$ cat src/rtl/maxnet_pkg.sv
// Shared definitions for the MaxNet winner-take-all engine: FSM encoding and
// result status codes.
package maxnet_pkg;

    localparam logic [1:0] ST_LOAD = 2'd0;
    localparam logic [1:0] ST_ITER = 2'd1;
    localparam logic [1:0] ST_DONE = 2'd2;

    typedef enum logic [1:0] {
        STATUS_WIN     = 2'd0,
        STATUS_NONE    = 2'd1,
        STATUS_TIMEOUT = 2'd2
    } status_e;

endpackage

$ cat src/rtl/maxnet_neuron_update.sv
// One neuron's mutual-inhibition step: a_next = max(a - (eps*(S-a)) >> FRAC, 0).
// Purely combinational; the inhibition term is kept at full width so it never wraps.
module maxnet_neuron_update #(
    parameter int W    = 32,
    parameter int FRAC = 8,
    parameter int SW   = 34
) (
    input  logic [W-1:0]    a_i,
    input  logic [SW-1:0]   sum,
    input  logic [FRAC-1:0] eps,
    output logic [W-1:0]    a_next
);

    logic [SW-1:0]      others_s;
    logic [SW+FRAC-1:0] prod_s;
    logic [SW-1:0]      inh_s;
    logic [SW-1:0]      a_ext_s;

    assign a_ext_s  = {{(SW-W){1'b0}}, a_i};
    assign others_s = sum - a_ext_s;
    assign prod_s   = {{SW{1'b0}}, eps} * {{FRAC{1'b0}}, others_s};
    assign inh_s    = prod_s[SW+FRAC-1:FRAC];

    // Clamp at zero; when a > inh the inhibition fits in W bits
    always_comb begin
        if (a_ext_s > inh_s) begin
            a_next = a_i - inh_s[W-1:0];
        end else begin
            a_next = '0;
        end
    end

endmodule

$ cat src/rtl/maxnet_engine.sv
// MaxNet winner-take-all engine: streams in N activations, iterates mutual
// inhibition one step per cycle, and returns the survivor over valid/ready.
module maxnet_engine
    import maxnet_pkg::*;
#(
    parameter int N        = 4,
    parameter int W        = 32,
    parameter int FRAC     = 8,
    parameter int MAX_ITER = 255,
    localparam int IDX_W   = (N > 1) ? $clog2(N) : 1,
    localparam int CNT_W   = $clog2(MAX_ITER + 1)
) (
    input  logic             clk,
    input  logic             rst,
    input  logic             in_valid,
    output logic             in_ready,
    input  logic [W-1:0]     in_data,
    input  logic [FRAC-1:0]  epsilon,
    output logic             out_valid,
    input  logic             out_ready,
    output logic [IDX_W-1:0] winner_idx,
    output logic [W-1:0]     winner_val,
    output logic [CNT_W-1:0] iter_count,
    output logic [1:0]       status
);

    localparam int SW   = W + IDX_W;
    localparam int NZ_W = $clog2(N + 1);

    localparam logic [NZ_W-1:0]  NZ_ONE    = {{(NZ_W-1){1'b0}}, 1'b1};
    localparam logic [IDX_W-1:0] IDX_ONE   = {{(IDX_W-1){1'b0}}, 1'b1};
    localparam logic [CNT_W-1:0] CNT_ONE   = {{(CNT_W-1){1'b0}}, 1'b1};
    localparam logic [IDX_W-1:0] IDX_LAST  = IDX_W'(N - 1);
    localparam logic [CNT_W-1:0] CNT_LIMIT = CNT_W'(MAX_ITER);

    logic [1:0]       state_q, state_d;
    logic [IDX_W-1:0] load_idx_q, load_idx_d;
    logic [FRAC-1:0]  eps_q, eps_d;
    logic [CNT_W-1:0] iter_q, iter_d;
    logic             out_valid_q, out_valid_d;
    logic [IDX_W-1:0] widx_q, widx_d;
    logic [W-1:0]     wval_q, wval_d;
    status_e          status_q, status_d;
    logic [W-1:0]     a_q [N];
    logic [W-1:0]     a_d [N];
    logic [W-1:0]     x_q [N];
    logic [W-1:0]     x_d [N];

    logic [W-1:0]     a_upd_s [N];
    logic [SW-1:0]    sum_s;
    logic [NZ_W-1:0]  nz_cnt_s;
    logic [IDX_W-1:0] first_nz_s;
    logic [IDX_W-1:0] argmax_s;
    logic [W-1:0]     best_val_s;

    // Sum, survivor count and lowest-index nonzero neuron from registered activations
    always_comb begin
        sum_s      = '0;
        nz_cnt_s   = '0;
        first_nz_s = '0;
        for (int i = N - 1; i >= 0; i--) begin
            sum_s = sum_s + SW'(a_q[i]);
            if (a_q[i] != '0) begin
                nz_cnt_s   = nz_cnt_s + NZ_ONE;
                first_nz_s = IDX_W'(i);
            end else begin
                nz_cnt_s   = nz_cnt_s;
            end
        end
    end

    // Argmax with strict compare so ties resolve to the lowest index
    always_comb begin
        best_val_s = a_q[0];
        argmax_s   = '0;
        for (int i = 1; i < N; i++) begin
            if (a_q[i] > best_val_s) begin
                best_val_s = a_q[i];
                argmax_s   = IDX_W'(i);
            end else begin
                best_val_s = best_val_s;
            end
        end
    end

    for (genvar g = 0; g < N; g++) begin : g_neuron
        maxnet_neuron_update #(
            .W    (W),
            .FRAC (FRAC),
            .SW   (SW)
        ) u_update (
            .a_i    (a_q[g]),
            .sum    (sum_s),
            .eps    (eps_q),
            .a_next (a_upd_s[g])
        );
    end

    // Next-state logic for load, iteration and result hand-off
    always_comb begin
        state_d     = state_q;
        load_idx_d  = load_idx_q;
        eps_d       = eps_q;
        iter_d      = iter_q;
        out_valid_d = out_valid_q;
        widx_d      = widx_q;
        wval_d      = wval_q;
        status_d    = status_q;
        for (int i = 0; i < N; i++) begin
            a_d[i] = a_q[i];
            x_d[i] = x_q[i];
        end

        case (state_q)
            ST_LOAD: begin
                if (in_valid) begin
                    for (int i = 0; i < N; i++) begin
                        if (IDX_W'(i) == load_idx_q) begin
                            a_d[i] = in_data;
                            x_d[i] = in_data;
                        end else begin
                            a_d[i] = a_q[i];
                        end
                    end
                    if (load_idx_q == IDX_LAST) begin
                        load_idx_d = '0;
                        eps_d      = epsilon;
                        iter_d     = '0;
                        state_d    = ST_ITER;
                    end else begin
                        load_idx_d = load_idx_q + IDX_ONE;
                    end
                end else begin
                    state_d = ST_LOAD;
                end
            end
            ST_ITER: begin
                if (nz_cnt_s == NZ_ONE) begin
                    state_d     = ST_DONE;
                    out_valid_d = 1'b1;
                    widx_d      = first_nz_s;
                    wval_d      = x_q[first_nz_s];
                    status_d    = STATUS_WIN;
                end else if (nz_cnt_s == '0) begin
                    state_d     = ST_DONE;
                    out_valid_d = 1'b1;
                    widx_d      = '0;
                    wval_d      = x_q[0];
                    status_d    = STATUS_NONE;
                end else if (iter_q == CNT_LIMIT) begin
                    state_d     = ST_DONE;
                    out_valid_d = 1'b1;
                    widx_d      = argmax_s;
                    wval_d      = x_q[argmax_s];
                    status_d    = STATUS_TIMEOUT;
                end else begin
                    for (int i = 0; i < N; i++) begin
                        a_d[i] = a_upd_s[i];
                    end
                    iter_d = iter_q + CNT_ONE;
                end
            end
            ST_DONE: begin
                if (out_ready) begin
                    out_valid_d = 1'b0;
                    state_d     = ST_LOAD;
                end else begin
                    out_valid_d = 1'b1;
                end
            end
            default: begin
                state_d     = ST_LOAD;
                load_idx_d  = '0;
                out_valid_d = 1'b0;
            end
        endcase
    end

    // State and datapath registers
    always_ff @(posedge clk or negedge rst) begin
        if (!rst) begin
            state_q     <= ST_LOAD;
            load_idx_q  <= '0;
            eps_q       <= '0;
            iter_q      <= '0;
            out_valid_q <= 1'b0;
            widx_q      <= '0;
            wval_q      <= '0;
            status_q    <= STATUS_WIN;
            for (int i = 0; i < N; i++) begin
                a_q[i] <= '0;
                x_q[i] <= '0;
            end
        end else begin
            state_q     <= state_d;
            load_idx_q  <= load_idx_d;
            eps_q       <= eps_d;
            iter_q      <= iter_d;
            out_valid_q <= out_valid_d;
            widx_q      <= widx_d;
            wval_q      <= wval_d;
            status_q    <= status_d;
            for (int i = 0; i < N; i++) begin
                a_q[i] <= a_d[i];
                x_q[i] <= x_d[i];
            end
        end
    end

    assign in_ready   = (state_q == ST_LOAD);
    assign out_valid  = out_valid_q;
    assign winner_idx = widx_q;
    assign winner_val = wval_q;
    assign iter_count = iter_q;
    assign status     = status_q;

endmodule

$ cat config.mk
export PLATFORM = sky130hd
export DESIGN_NAME = maxnet_engine
export DESIGN_NICKNAME = d
export VERILOG_FILES = /design/src/rtl/maxnet_pkg.sv /design/src/rtl/maxnet_neuron_update.sv /design/src/rtl/maxnet_engine.sv
export SDC_FILE = /design/constraint.sdc
export NUM_CORES = 2
export LEC_CHECK = 0
export CAP_MARGIN = 20
export CORE_MARGIN = 3
export CORE_UTILIZATION = 63
export DETAILED_ROUTE_END_ITERATION = 10
export DONT_BUFFER_PORTS = 1
export PLACE_DENSITY = 0.79
export SLEW_MARGIN = 20
export SYNTH_ARGS = -nofsm -noshare
export SYNTH_HDL_FRONTEND = slang
export SYNTH_HIERARCHICAL = 1
export SYNTH_SLANG_ARGS = --single-unit
export TNS_END_PERCENT = 50
$ cat constraint.sdc
create_clock -name clk -period 13.9 [get_ports clk]
set_input_delay 2.78 -clock clk [delete_from_list [all_inputs] [get_ports clk]]
set_output_delay 2.78 -clock clk [all_outputs]
set_load 0.03 [all_outputs]
======== Word-level counts from Yosys, hierarchy flattened ========
Index checks and enable logic that the tools add are counted.
operators by class
  reductions and logical operators ........ 24
  equal/unequal tests ..................... 20
  $lt $le $gt $ge ......................... 9
  multiplexer cells ....................... 61
  multipliers ............................. 4
  bitwise operators ....................... 4
  add/sub/neg operators ................... 16
operators with widths
  cell                                                                     number
  32-bit 2-to-1 mux                                                        17
  128-bit 2-to-1 mux                                                       4
  128-bit one-hot mux with 2 select lines                                  1
  8-bit by 34-bit multiplier with 42-bit output                            4
  32-bit by 34-bit > comparator with 1-bit output                          4
  34-bit by 32-bit subtractor with 34-bit output                           4
  32-bit binary-select mux with 2-bit select                               2
  32-bit nonzero test                                                      4
  32-bit subtractor                                                        4
  32-bit > comparator                                                      3
  8-bit 2-to-1 mux                                                         5
  2-bit 2-to-1 mux                                                         19
  33-bit by 32-bit adder with 34-bit output                                1
  34-bit by 32-bit adder with 34-bit output                                1
  32-bit by 32-bit adder with 33-bit output                                1
  6-bit AND reduction                                                      5
  3-bit AND reduction                                                      6
  8-bit one-hot mux with 2 select lines                                    1
  2-bit by 1-bit inequality test with 1-bit output, second input constant  5
  2-bit inequality test, second input constant                             5
  3-bit by 1-bit adder with 3-bit output, second input constant            3
  3-bit 2-to-1 mux                                                         3
  8-bit by 1-bit adder with 8-bit output, second input constant            1
  8-bit == test, second input constant                                     1
  21 further kinds                                                         34
word-level totals
  output and inout port bits .............. 46
  word-level logic and storage cells ...... 154
  input port bits ......................... 44
  bits in registers ....................... 313

======== Logic depth before layout (Yosys ltp) ========
  depth after elaboration ................. 13
  depth in mapped cells ................... 55
  mapped depth without buffers ............ 53

======== Modules after synthesis ========
Netlist, hierarchy kept.
by module, submodules not included
  module                                       sequential area each (µm²)  area each (µm²)  instances  cells an instance
  maxnet_engine                                7832.5                      21440.6          1          2045
  maxnet_neuron_update (g_neuron[2].u_update)  0.0                         12574.6          1          1592
  maxnet_neuron_update (g_neuron[3].u_update)  0.0                         11972.7          1          1477
  maxnet_neuron_update (g_neuron[1].u_update)  0.0                         11890.2          1          1469
  maxnet_neuron_update (g_neuron[0].u_update)  0.0                         11687.5          1          1452

======== Least setup slack after synthesis ========
OpenSTA, ideal clock, no wires.
  kind .................................... reg2reg
  from .................................... register a_q[2] in the netlist's numbering
  to ...................................... register a_q[79] in the netlist's numbering
  data arrival time ....................... 11809 ps
  stages on the path, launching flop included .. 50
  library setup time ...................... 65 ps
  setup slack ............................. 2026 ps
  period minus slack after synthesis ...... 11874 ps
  buffers on the path ..................... 4
  data required time ...................... 13835 ps
  cells stage by stage .................... dfrtp_1 -> fa_1 -> fa_1 -> ha_1 -> a211o_1 -> a211o_1 -> a32o_1 -> a221o_1 -> a31oi_1 -> xnor2_1 -> ha_1 -> and2_1 -> a221o_1 -> a21o_1 -> a221o_1 -> a21oi_1 -> o21bai_1 -> a21oi_1 -> (+14 left out) -> o41a_1 -> a21o_1 -> a21oi_1 -> xor2_1 -> ha_1 -> clkbuf_1 -> and3_1 -> o211ai_1 -> o21ai_0 -> a211oi_1 -> a211oi_1 -> or4b_1 -> buf_4 -> buf_6 -> a21oi_2 -> nand2_1 -> nand2_1 -> mux2_2
RTL lines
  element                            RTL line              text
  from (decl)                        maxnet_engine.sv:44   logic [W-1:0] a_q [N];
  from (signal, indexed assignment)  maxnet_engine.sv:204  a_q[i] <= a_d[i];

==> metrics.txt <==
routability cong.=1.08; remaining antenna violation count=0; met3 Use GR=8.97%; top post-synthesis cells by area=fa_1 24%, ha_1 11%, dfrtp_1 11%; FP Rows=121; total gr overflow=0; Clk pwr share=roughly half; hpwl dp=186,000 um; Comb power frac=0%; CORE AREA=0.109 mm2; Critical Path RT=around 14 ns; Synth Area in XOR/XNOR=4.22%; Worst Skew=between 0.02 and 0.03 ns; clock latency on the worst-skew pair=around 0.56 ns; drt pass-1 iters=6; Primary FF master, synth=dfrtp_1; share of cells above drive strength 1=around 11%; pwr dens=25.1 mW/mm2; clock-pin slew on the worst setup and hold paths=0.06 ns; Mapped Avg Cell Area=just under 9 um2; RSZ-0062 raised after global routing=yes; pin slew with the least headroom to its limit=roughly 1.2 ns; Setup-failing EPs final=0; post-synth top area share=24.1%; Synth Area in Adders=between 30% and 40%; Die Span X=between 300 and 400 um; asr flop ratio synth=100%; CTS Hold Bufs=0; DRT iter0 DRCs=between 5k and 6k; Fillers=slightly below 9k; GRT Max-Usage Layer=met2; fin. max-slew vios=0; Synth Area in Compound Gates=between 10% and 20%; post-synthesis simple-gate area fraction=between 15 and 20%; switching share of power=23.1%; CTS Root Buffer Type=clkbuf_16; kind of critical path=reg2reg; WP data arrival=roughly 14 ns; Initial Utilization=approximately 64%; critical path launch point type=flop; synthesized instance count=approximately 8k; Max-Slew Margin vs Limit=22.4%; FMAX=0.0744 GHz; Multi-input gate area=about 0.057 mm2; Syn-to-layout area delta=7.87%; All-Layer GR Usage=between 40% and 50%; slowest CP cell=fa_1; CP delay by family, top=compound AO/OA/AOI/OAI gates; setup tns final=0 ns; top post-synthesis cells by count=1,020 x inv_1, 836 x fa_1, 747 x nand2_1, 668 x and2_1, 633 x ha_1; most used cell, CP=fa_1; Crit. End Element=flop; total wire length=between 200,000 and 250,000 um; Cell Area, Synth=0.0696 mm2; CTS sink cnt=roughly 310; nets=around 9.7k; largest net degree at the start of global routing=approximately 310; Distinct cells, synth=119; final period utilization=between 90% and 100%; Via Count=62.3k; Sw Pwr=435 uW; Leak=roughly 39 nW; Seq/Total Area, Yosys=around 11%; #FFs+latches synth=roughly 310; Die Area=approximately 0.11 mm2; combinational family with the most area after synthesis=adder cells; Cells after DPL=about 9.6k; worst min path class=reg2reg; Post-Syn Nets=roughly 9.5k; Syn. warnings=6; htree depth=2; final hold violations=0; CTS Buffer Depth=3; residual DRC count=0; Crit path largest cell delay=0.58 ns; peak fanout along the critical path=28; area leader, netlist=fa_1; vias in the first global route=approximately 64k; Post-synth EDFFs=0; mux contribution to synthesized area=between 6 and 7%; routed vias/inst=~6.4; CTS tree=done; Die H=338 um; Reg area=0.00786 mm2; first-pass GRT wire length=between 300,000 and 400,000 um; final cell count without fillers=~9.7k; Worst IR Drop VDD=between 0.09 and 0.1 mV; I/O Buffers=0; grt met1 use=between 50% and 60%; GRT met2 Usage=63.7%; WP buf/inv=6; max-cap violations=0; outcome=completed; WL/cell=around 24 um; Int Power=roughly 1.4 mW; Tmin final=13.45 ns; Reg power frac=48.4%; top-count cell post-synth=inv_1; initial antenna violation count=4; # IOs=90; TritonCTS buffer count=35
## cell usage in the layout, fill, tap and decap left out, types with 20 or more instances in the layout
master     instances
or2_2             21
mux2i_1          127
mux4_2            30
nor3_1           118
and4_1            21
o31ai_1           24
nor4_1            47
nand2b_1         109
dfrtp_1          304
a21o_1           177
or3_1             24
o21bai_1          51
a31oi_1           96
ha_1             629
o21ai_0          259
nand3_1          120
o311ai_0          27
mux2_2           228
a221oi_1          20
a21boi_0          55
fa_1             836
a211o_1           33
xor2_1           142
and2_1           668
nor2b_1          155
xnor2_1          176
o21a_1            71
a21oi_1          478
buf_4            418
inv_1           1020
o211ai_1          32
nor2_1           282
nand4_1           68
clkbuf_16         36
a21oi_2           30
a211oi_1          43
or4_1             22
nor3b_1           46
nand2_1          744
and3_1            48
## worst paths after layout
path | start | end | slack [ns] | cells after the start
setup / recovery | a_q[1] | a_q[67] | 0.45 | 51
hold / removal | x_q[12] | x_q[12] | 0.53 | 1
setup reg to reg | a_q[1] | a_q[67] | 0.45 | 51
hold reg to reg | x_q[12] | x_q[12] | 0.53 | 1
max in group asynchronous | rst | eps_q[4] | 11.37 | 0
min in group asynchronous | rst | winner_val[20] | 1.91 | 0
## flip-flops by register name, indices dropped and copies added (netlist names)
| name | flops |
|---|---|
| x_q | 128 |
| a_q | 128 |
| state_q | 2 |
| eps_q | 8 |
| status | 2 |
| out_valid | 1 |
| iter_count | 8 |
| winner_val | 32 |
| load_idx_q | 2 |
| winner_idx | 2 |
## layer usage
metal | part of all wire [%] | vias to the layer above
met5 | 0.013 | -
met3 | 11 | 826
met2 | 45 | 3333
met1 | 38 | 30569
met4 | 6.4 | 4
li1 | - | 27531
## cells by family (layout without fill, tap and decap cells)
group	after synthesis	in the layout
AND/OR/NAND/NOR	2566	2566
adder cells (fa/ha/maj)	1469	1469
multiplexers	391	391
XOR/XNOR	334	334
AO/OA/AOI/OAI	1637	1637
flip-flops	313	313
buffers and inverters	1325	1515
other	0	2
## layout make-up
class	instances	share of cell area, %
inverters	1024	5.12
clock inverters	16	0.203
well taps	1476	2.46
diodes	2	0.00667
clock buffers	48	1.34
flip-flops and latches	313	10.5
multi-input cells	6397	76.0
repair buffers	427	4.41
## power by group through the flow
stage / logic, mW / registers (mW) / clock network [mW]
final: 0.000509 / 0.911 / 0.970
after global placement: 0.000509 / 0.928 / 0
after CTS: 0.000509 / 0.911 / 0.976
after global routing: 0.000509 / 0.910 / 1.00
after detailed placement: 0.000509 / 0.928 / 0
after floorplan: 0.000509 / 0.928 / 0
## stage by stage
| step | total power, mW | worst slack [ns] | area (um2) | hold WS [ns] | util, % |
|---|---|---|---|---|---|
| after floorplan | 0.929 | 2.03 | 69600 | 0.486 | - |
| after global routing | 1.91 | -0.0645 | 75000 | 0.545 | 68.7 |
| final | 1.88 | 0.454 | 75000 | 0.532 | 68.7 |
| after CTS | 1.89 | 0.0546 | 74800 | 0.526 | 68.5 |
| after global placement | 0.928 | 0.0929 | 73600 | 0.506 | 67.4 |
| after detailed placement | 0.928 | -0.137 | 73600 | 0.511 | 67.4 |
## timing repair
| action | in CTS | in global routing |
|---|---|---|
| gates resized for setup | 4 | 47 |
| setup buffers | 0 | 2 |
| pin swaps | 1 | 4 |
| gates cloned | 0 | 0 |
| endpoints found under the setup margin | 32 | 109 |
(Power assumes the default switching activity.)
